**src/rtl/siren.sv**
```systemverilog
// Two-tone alarm output stage: square-wave speaker that alternates tones on each half_hz_enable tick.
// Optional auto-mute after MAX_SWAPS tone swaps is enabled by defining SIREN_AUTO_MUTE_EN.
module siren #(
    parameter logic [15:0] TONE_A_HALF = 16'd5,
    parameter logic [15:0] TONE_B_HALF = 16'd8,
    parameter logic [7:0]  MAX_SWAPS   = 8'd16
) (
    input  logic clock,
    input  logic reset,
    input  logic siren_on,
    input  logic half_hz_enable,
    output logic speaker,
    output logic tone_sel,
    output logic active,
    output logic muted
);

    typedef enum logic [1:0] {
        IDLE   = 2'd0,
        TONE_A = 2'd1,
        TONE_B = 2'd2,
        MUTED  = 2'd3
    } state_t;

    state_t      state;
    state_t      state_next;
    logic [15:0] div_cnt;
    logic [15:0] div_next;
    logic        speaker_next;
    logic [15:0] half_cur;
    logic        terminal;

`ifdef SIREN_AUTO_MUTE_EN
    logic [7:0] swap_cnt;
    logic [7:0] swap_next;
    logic       swap_limit;
`endif

    // Half-period of whichever tone is currently sounding.
    always_comb begin
        half_cur = (state == TONE_B) ? TONE_B_HALF : TONE_A_HALF;
        terminal = (div_cnt == (half_cur - 16'd1));
    end

`ifdef SIREN_AUTO_MUTE_EN
    // An accepted swap that brings the count up to the limit mutes instead of swapping.
    always_comb swap_limit = ((swap_cnt + 8'd1) == MAX_SWAPS);
`endif

    // NOTE: every signal written here gets a default first so no path can infer a latch.
    always_comb begin
        state_next   = state;
        div_next     = div_cnt;
        speaker_next = speaker;
`ifdef SIREN_AUTO_MUTE_EN
        swap_next    = swap_cnt;
`endif

        case (state)
            IDLE: begin
                div_next     = 16'd0;
                speaker_next = 1'b0;
`ifdef SIREN_AUTO_MUTE_EN
                swap_next    = 8'd0;
`endif
                if (siren_on) begin
                    state_next = TONE_A;
                end
            end

            TONE_A, TONE_B: begin
                if (!siren_on) begin
                    state_next   = IDLE;
                    div_next     = 16'd0;
                    speaker_next = 1'b0;
`ifdef SIREN_AUTO_MUTE_EN
                    swap_next    = 8'd0;
`endif
                end else if (half_hz_enable) begin
                    // A swap outranks a coincident terminal count: no toggle, speaker level is kept.
                    div_next = 16'd0;
`ifdef SIREN_AUTO_MUTE_EN
                    swap_next = (swap_cnt == MAX_SWAPS) ? swap_cnt : swap_cnt + 8'd1;
                    if (swap_limit) begin
                        state_next   = MUTED;
                        speaker_next = 1'b0;
                    end else begin
                        state_next = (state == TONE_A) ? TONE_B : TONE_A;
                    end
`else
                    state_next = (state == TONE_A) ? TONE_B : TONE_A;
`endif
                end else if (terminal) begin
                    div_next     = 16'd0;
                    speaker_next = ~speaker;
                end else begin
                    div_next = div_cnt + 16'd1;
                end
            end

`ifdef SIREN_AUTO_MUTE_EN
            MUTED: begin
                div_next     = 16'd0;
                speaker_next = 1'b0;
                if (!siren_on) begin
                    state_next = IDLE;
                    swap_next  = 8'd0;
                end
            end
`endif

            default: begin
                state_next   = IDLE;
                div_next     = 16'd0;
                speaker_next = 1'b0;
            end
        endcase
    end

    // NOTE: sequential state uses non-blocking assignments so all registers update together.
    always_ff @(posedge clock or negedge reset) begin
        if (!reset) begin
            state   <= IDLE;
            div_cnt <= 16'd0;
            speaker <= 1'b0;
        end else begin
            state   <= state_next;
            div_cnt <= div_next;
            speaker <= speaker_next;
        end
    end

`ifdef SIREN_AUTO_MUTE_EN
    always_ff @(posedge clock or negedge reset) begin
        if (!reset) begin
            swap_cnt <= 8'd0;
        end else begin
            swap_cnt <= swap_next;
        end
    end
`endif

    // Status outputs decode the registered state, so they change on the same edge as the state.
    always_comb begin
        tone_sel = (state == TONE_B);
        active   = (state == TONE_A) || (state == TONE_B);
`ifdef SIREN_AUTO_MUTE_EN
        muted    = (state == MUTED);
`else
        muted    = 1'b0;
`endif
    end

`ifndef SIREN_AUTO_MUTE_EN
    // The swap limit only matters with auto-mute; keep the parameter visibly consumed.
    logic unused_max_swaps;
    assign unused_max_swaps = ^MAX_SWAPS;
`endif

endmodule

```
**config.mk**
```make
export PLATFORM = sky130hd
export DESIGN_NAME = siren
export DESIGN_NICKNAME = d
export VERILOG_FILES = /design/src/rtl/siren.sv
export SDC_FILE = /design/constraint.sdc
export NUM_CORES = 1
export LEC_CHECK = 0
export ABC_CLOCK_PERIOD_IN_PS = 3550
export CAP_MARGIN = 25
export CORE_MARGIN = 1
export CORE_UTILIZATION = 50
export CTS_BUF_LIST = sky130_fd_sc_hd__clkbuf_8
export CTS_CLUSTER_SIZE = 8
export DETAILED_ROUTE_END_ITERATION = 8
export GPL_ROUTABILITY_DRIVEN = 0
export GPL_TIMING_DRIVEN = 0
export PLACE_DENSITY = 0.69
export SYNTH_ARGS = -nofsm -noshare
export SYNTH_HDL_FRONTEND = slang
export SYNTH_SLANG_ARGS = --single-unit
```
**constraint.sdc**
```tcl
create_clock -name clock -period 3.55 [get_ports clock]
set_input_delay 0.71 -clock clock [delete_from_list [all_inputs] [get_ports clock]]
set_output_delay 0.71 -clock clock [all_outputs]
set_load 0.01 [all_outputs]
```
# Word-level counts from Yosys, hierarchy flattened
# Cells that the tools add are included.
# word_totals
ff_bits	19
output_inout_bits	4
elab_cells	32
# op_classes
n_addsub	2
n_eq_ne	7
n_mux	14
bitwise	1
n_reduce_logical	5
# op_table
cell	count
$mux 16	4
$add 16x1->16 const B	1
$eq 16x16->1	1
$ne 3x3->1 const B	3
$mux 2	4
$sub 4x1->5 const B	1
$mux 1	4
$mux 4	1
$pmux 2 s2	1
$reduce_and 2->1	2
$eq 2x1->1 const B	1
$eq 2x2->1 const B	1
$logic_not 2->1	1
$ne 2x2->1 const B	1
$reduce_or 2->1	1
$logic_or 1x1->1	1
$not 1->1	1

# Logic depth before layout (Yosys ltp)
# logic_depth
depth_word	8
ltp_mapped	7

# Worst setup path after synthesis
# Ideal clock, no wire load.
# synth_timing
path_kind	register to register
from	register state[0]
to	register speaker
setup_time_ps	77
t_arrival_ps	1504
slack_ps	1969
path_stages_with_launch	7
path_buffers	0
period_less_slack_ps	1581
cell_sequence	dfrtp_1 -> inv_1 -> ha_1 -> nor3_1 -> nor2_1 -> or4_1 -> a21oi_1
# synth_between
elab_chain_cells	6
elab_cells_between_ends	10
# synth_rtl
element	line_no	text
from (decl)	25	state_t state;
from (signal assigned)	127	state <= state_next;
$eq 2x2->1 *	n/a	
named net tone_sel	13	output logic tone_sel,
$mux 4	41	half_cur = (state == TONE_B) ? TONE_B_HALF : TONE_A_HALF;
$sub 4x1->5	42	terminal = (div_cnt == (half_cur - 16'd1));
$eq 16x16->1	42	
$ne 3x3->1 (no source line)	n/a	
$reduce_and 2->1 (no source line)	n/a	
to (signal assigned)	129	speaker <= speaker_next;
to (decl)	12	output logic speaker,
# Mark *: on every way through the listed nets, which the timed path passes. The rest lies on a longest branch.
# A chain may end at the register's enable or synchronous reset.

# Worst setup path in the final report
# layout_timing
from	register state[0]
to	output port active
# layout_between
elab_chain_cells	2
elab_cells_between_ends	3
# layout_rtl
element	line_no	text
$eq 2x1->1 / $eq 2x2->1 (equally long branches)	146	active = (state == TONE_A) || (state == TONE_B);
$logic_or 1x1->1 *	146	
to (decl)	14	output logic active,
# Every way passes the cells marked *; elsewhere a longest branch is shown, timed or not.

==> results.cfg <==
[status]
status = completed

[sta]
fin_tns_setup_ns = 0
finClkSkew_ns = 0.00281
setup_viol = 0
max_clock_freq_ghz = 0.439
layout_worst_path_cycle_share = 0.642
maxSlewViolCount = 0
rsz0062_at_grt = no
slew_headroom = 0.471
worst_pin_slew_ns = 0.792
hold_violations = 0
period_needed_ns = 2.28

[cts]
clock_sinks = 19
ctsHoldBuffers = 0
ctsResizeCount = 0
h-tree-depth = 1
clkTransAtPathRegs_ns = 0.06
clk_latency_ns = 0.25
cts_root_buf = clkbuf_8
cts_buffers = 3
clk_path_buf_depth = 2
cts_tree = done
post-cts-setup-buffers = 0

[floorplan]
dieArea_sq_um = 2200
num_rows = 15
die_h_um = 46.9
core_sq_um = 1800
ios = 8
dieWidth_um = 46.9
initial_core_util = 0.559

[route]
detail-route-antenna-nets = 0
routedWlPerCell_um = 12.3
routed_wl_mm = 1.73
drt-pass1-iter-count = 4
drtIter0Drc = 12
vias_per_cell = 5.28
drcViolationCount = 0
vias = 745

[worst_setup_path]
cp-end-kind = output pin
start_kind = flop
arrival_ns = 1.57
required_ns = 2.84
path_max_fanout = 3
worstSetupPathType = reg -> out

[min_path]
hold_path.class = reg -> reg

[grt]
grt_usage = 0.194
grt_first_pass_wirelength_mm = 2.88
gr-total-overflow = 0
grt_max_degree = 20
antenna_found_initial = 0
grt_pass1_vias = 657

[final_layout]
fin_nets = 126
layout_common_cells = nor2_1, dfrtp_1, xnor2_1
areaGrowthSynthToFinish_pct = 13.5
drive_above_1_share = 0.0690
final_common_cell = nor2_1
diodes = 0

[pwr]
power_density_nw_per_um2 = 458
power.total_mw = 0.523
leakage_nw = 0.451
ir_drop_v = 0.000318

[yosys]
yosysUniqueCellTypes = 24
avgSynthCellArea_sq_um = 9.50
syn_nets = 115
synth_warnings = 0
synth_cells = 106
syn_area_sq_um = 1010
synth_seq_area_share = 0.472
ys_seq_elements = 19

[run]
cap_viol_max_count = 0

[placed_design]
port_buffers = 6
dp_hpwl_mm = 1.24
[cell type report]
class / instances / area (sq um)
well taps: 25 / 31.3
clock buffers: 3 / 41.3
inverters: 7 / 26.3
clock inverters: 1 / 3.75
plain buffers: 2 / 12.5
flip-flops and latches: 19 / 475
multi-input cells: 78 / 493
repair buffers: 6 / 60.1
fillers: 152 / 658
[per-layer routing]
metal,GRT usage,vias to the layer above,share of wire
li1,-,379,-
met1,0.260,346,0.50
met2,0.278,16,0.44
met3,0.0808,4,0.045
met4,0.0800,0,0.016
met5,0,-,0
[synth_stat cells]
cell | n | area [sq um]
a21oi_1 | 2 | 10.0
and3_1 | 1 | 6.26
buf_2 | 1 | 5.00
buf_4 | 1 | 7.51
conb_1 | 1 | 3.75
dfrtp_1 | 19 | 475
ha_1 | 5 | 62.6
inv_1 | 7 | 26.3
mux2i_1 | 1 | 10.0
nand2_1 | 4 | 15.0
nand3_1 | 5 | 25.0
nand4_1 | 5 | 31.3
nor2_1 | 23 | 86.3
nor3_1 | 5 | 25.0
nor4_1 | 5 | 31.3
nor4_2 | 1 | 12.5
nor4b_2 | 1 | 15.0
o21ai_0 | 1 | 5.00
o21ai_2 | 1 | 8.76
o21bai_1 | 1 | 7.51
o31ai_1 | 1 | 7.51
or4_1 | 1 | 7.51
xnor2_1 | 13 | 114
xor2_1 | 1 | 8.76
[per-stage QoR]
stage / setup WS [ns] / instances / utilization / hold slack (ns) / instance area, sq um
floorplan: 1.97 / 106 / - / 0.414 / 1010
global placement: 1.55 / 137 / 0.610 / 0.527 / 1100
detailed placement: 1.49 / 137 / 0.610 / 0.523 / 1100
CTS: 1.26 / 141 / 0.635 / 0.532 / 1140
global route: 1.19 / 141 / 0.635 / 0.563 / 1140
finish: 1.27 / 141 / 0.635 / 0.526 / 1140
[worst paths after layout]
| kind | cells after the start | startpoint | to | slack, ns |
|---|---|---|---|---|
| setup / recovery | 3 | state[0]$_DFFE_PN0P_ | active | 1.27 |
| hold / removal | 1 | div_cnt[0]$_DFF_PN0_ | div_cnt[0]$_DFF_PN0_ | 0.53 |
| setup reg to reg | 7 | state[0]$_DFFE_PN0P_ | div_cnt[7]$_DFF_PN0_ | 1.79 |
| hold reg to reg | 1 | div_cnt[0]$_DFF_PN0_ | div_cnt[0]$_DFF_PN0_ | 0.53 |
| max in group asynchronous | 1 | reset | div_cnt[1]$_DFF_PN0_ | 2.14 |
| min in group asynchronous | 1 | reset | div_cnt[9]$_DFF_PN0_ | 0.92 |
[sequential cells by signal, summed over array words and instances, names as in the netlist]
| name | flops |
|---|---|
| state | 2 |
| speaker | 1 |
| div_cnt | 16 |
[critical path: stages (launching register included)]
cell and delay (ns):
dfrtp_1 0.37, inv_1 0.08, ha_1 0.32, clkdlybuf4s50_1 0.54
[report_power, final]
part	internal [mW]	switching (mW)	leakage [nW]
registers	0.230	0.0118	0.262
clock network	0.0767	0.0660	0.0269
logic	0.0594	0.0794	0.162
total	0.366	0.157	0.451
[cells by family after synthesis]
group / share of synthesized area
AOI/OAI and AO/OA: 0.0385
xor gates and xnor gates: 0.122
adders and majority gates: 0.0621
buffers and inverters: 0.0385
DFF: 0.472
muxes: 0.00994
other: 0.00372
and+or+nand+nor: 0.253
(Power assumes the default switching activity.)
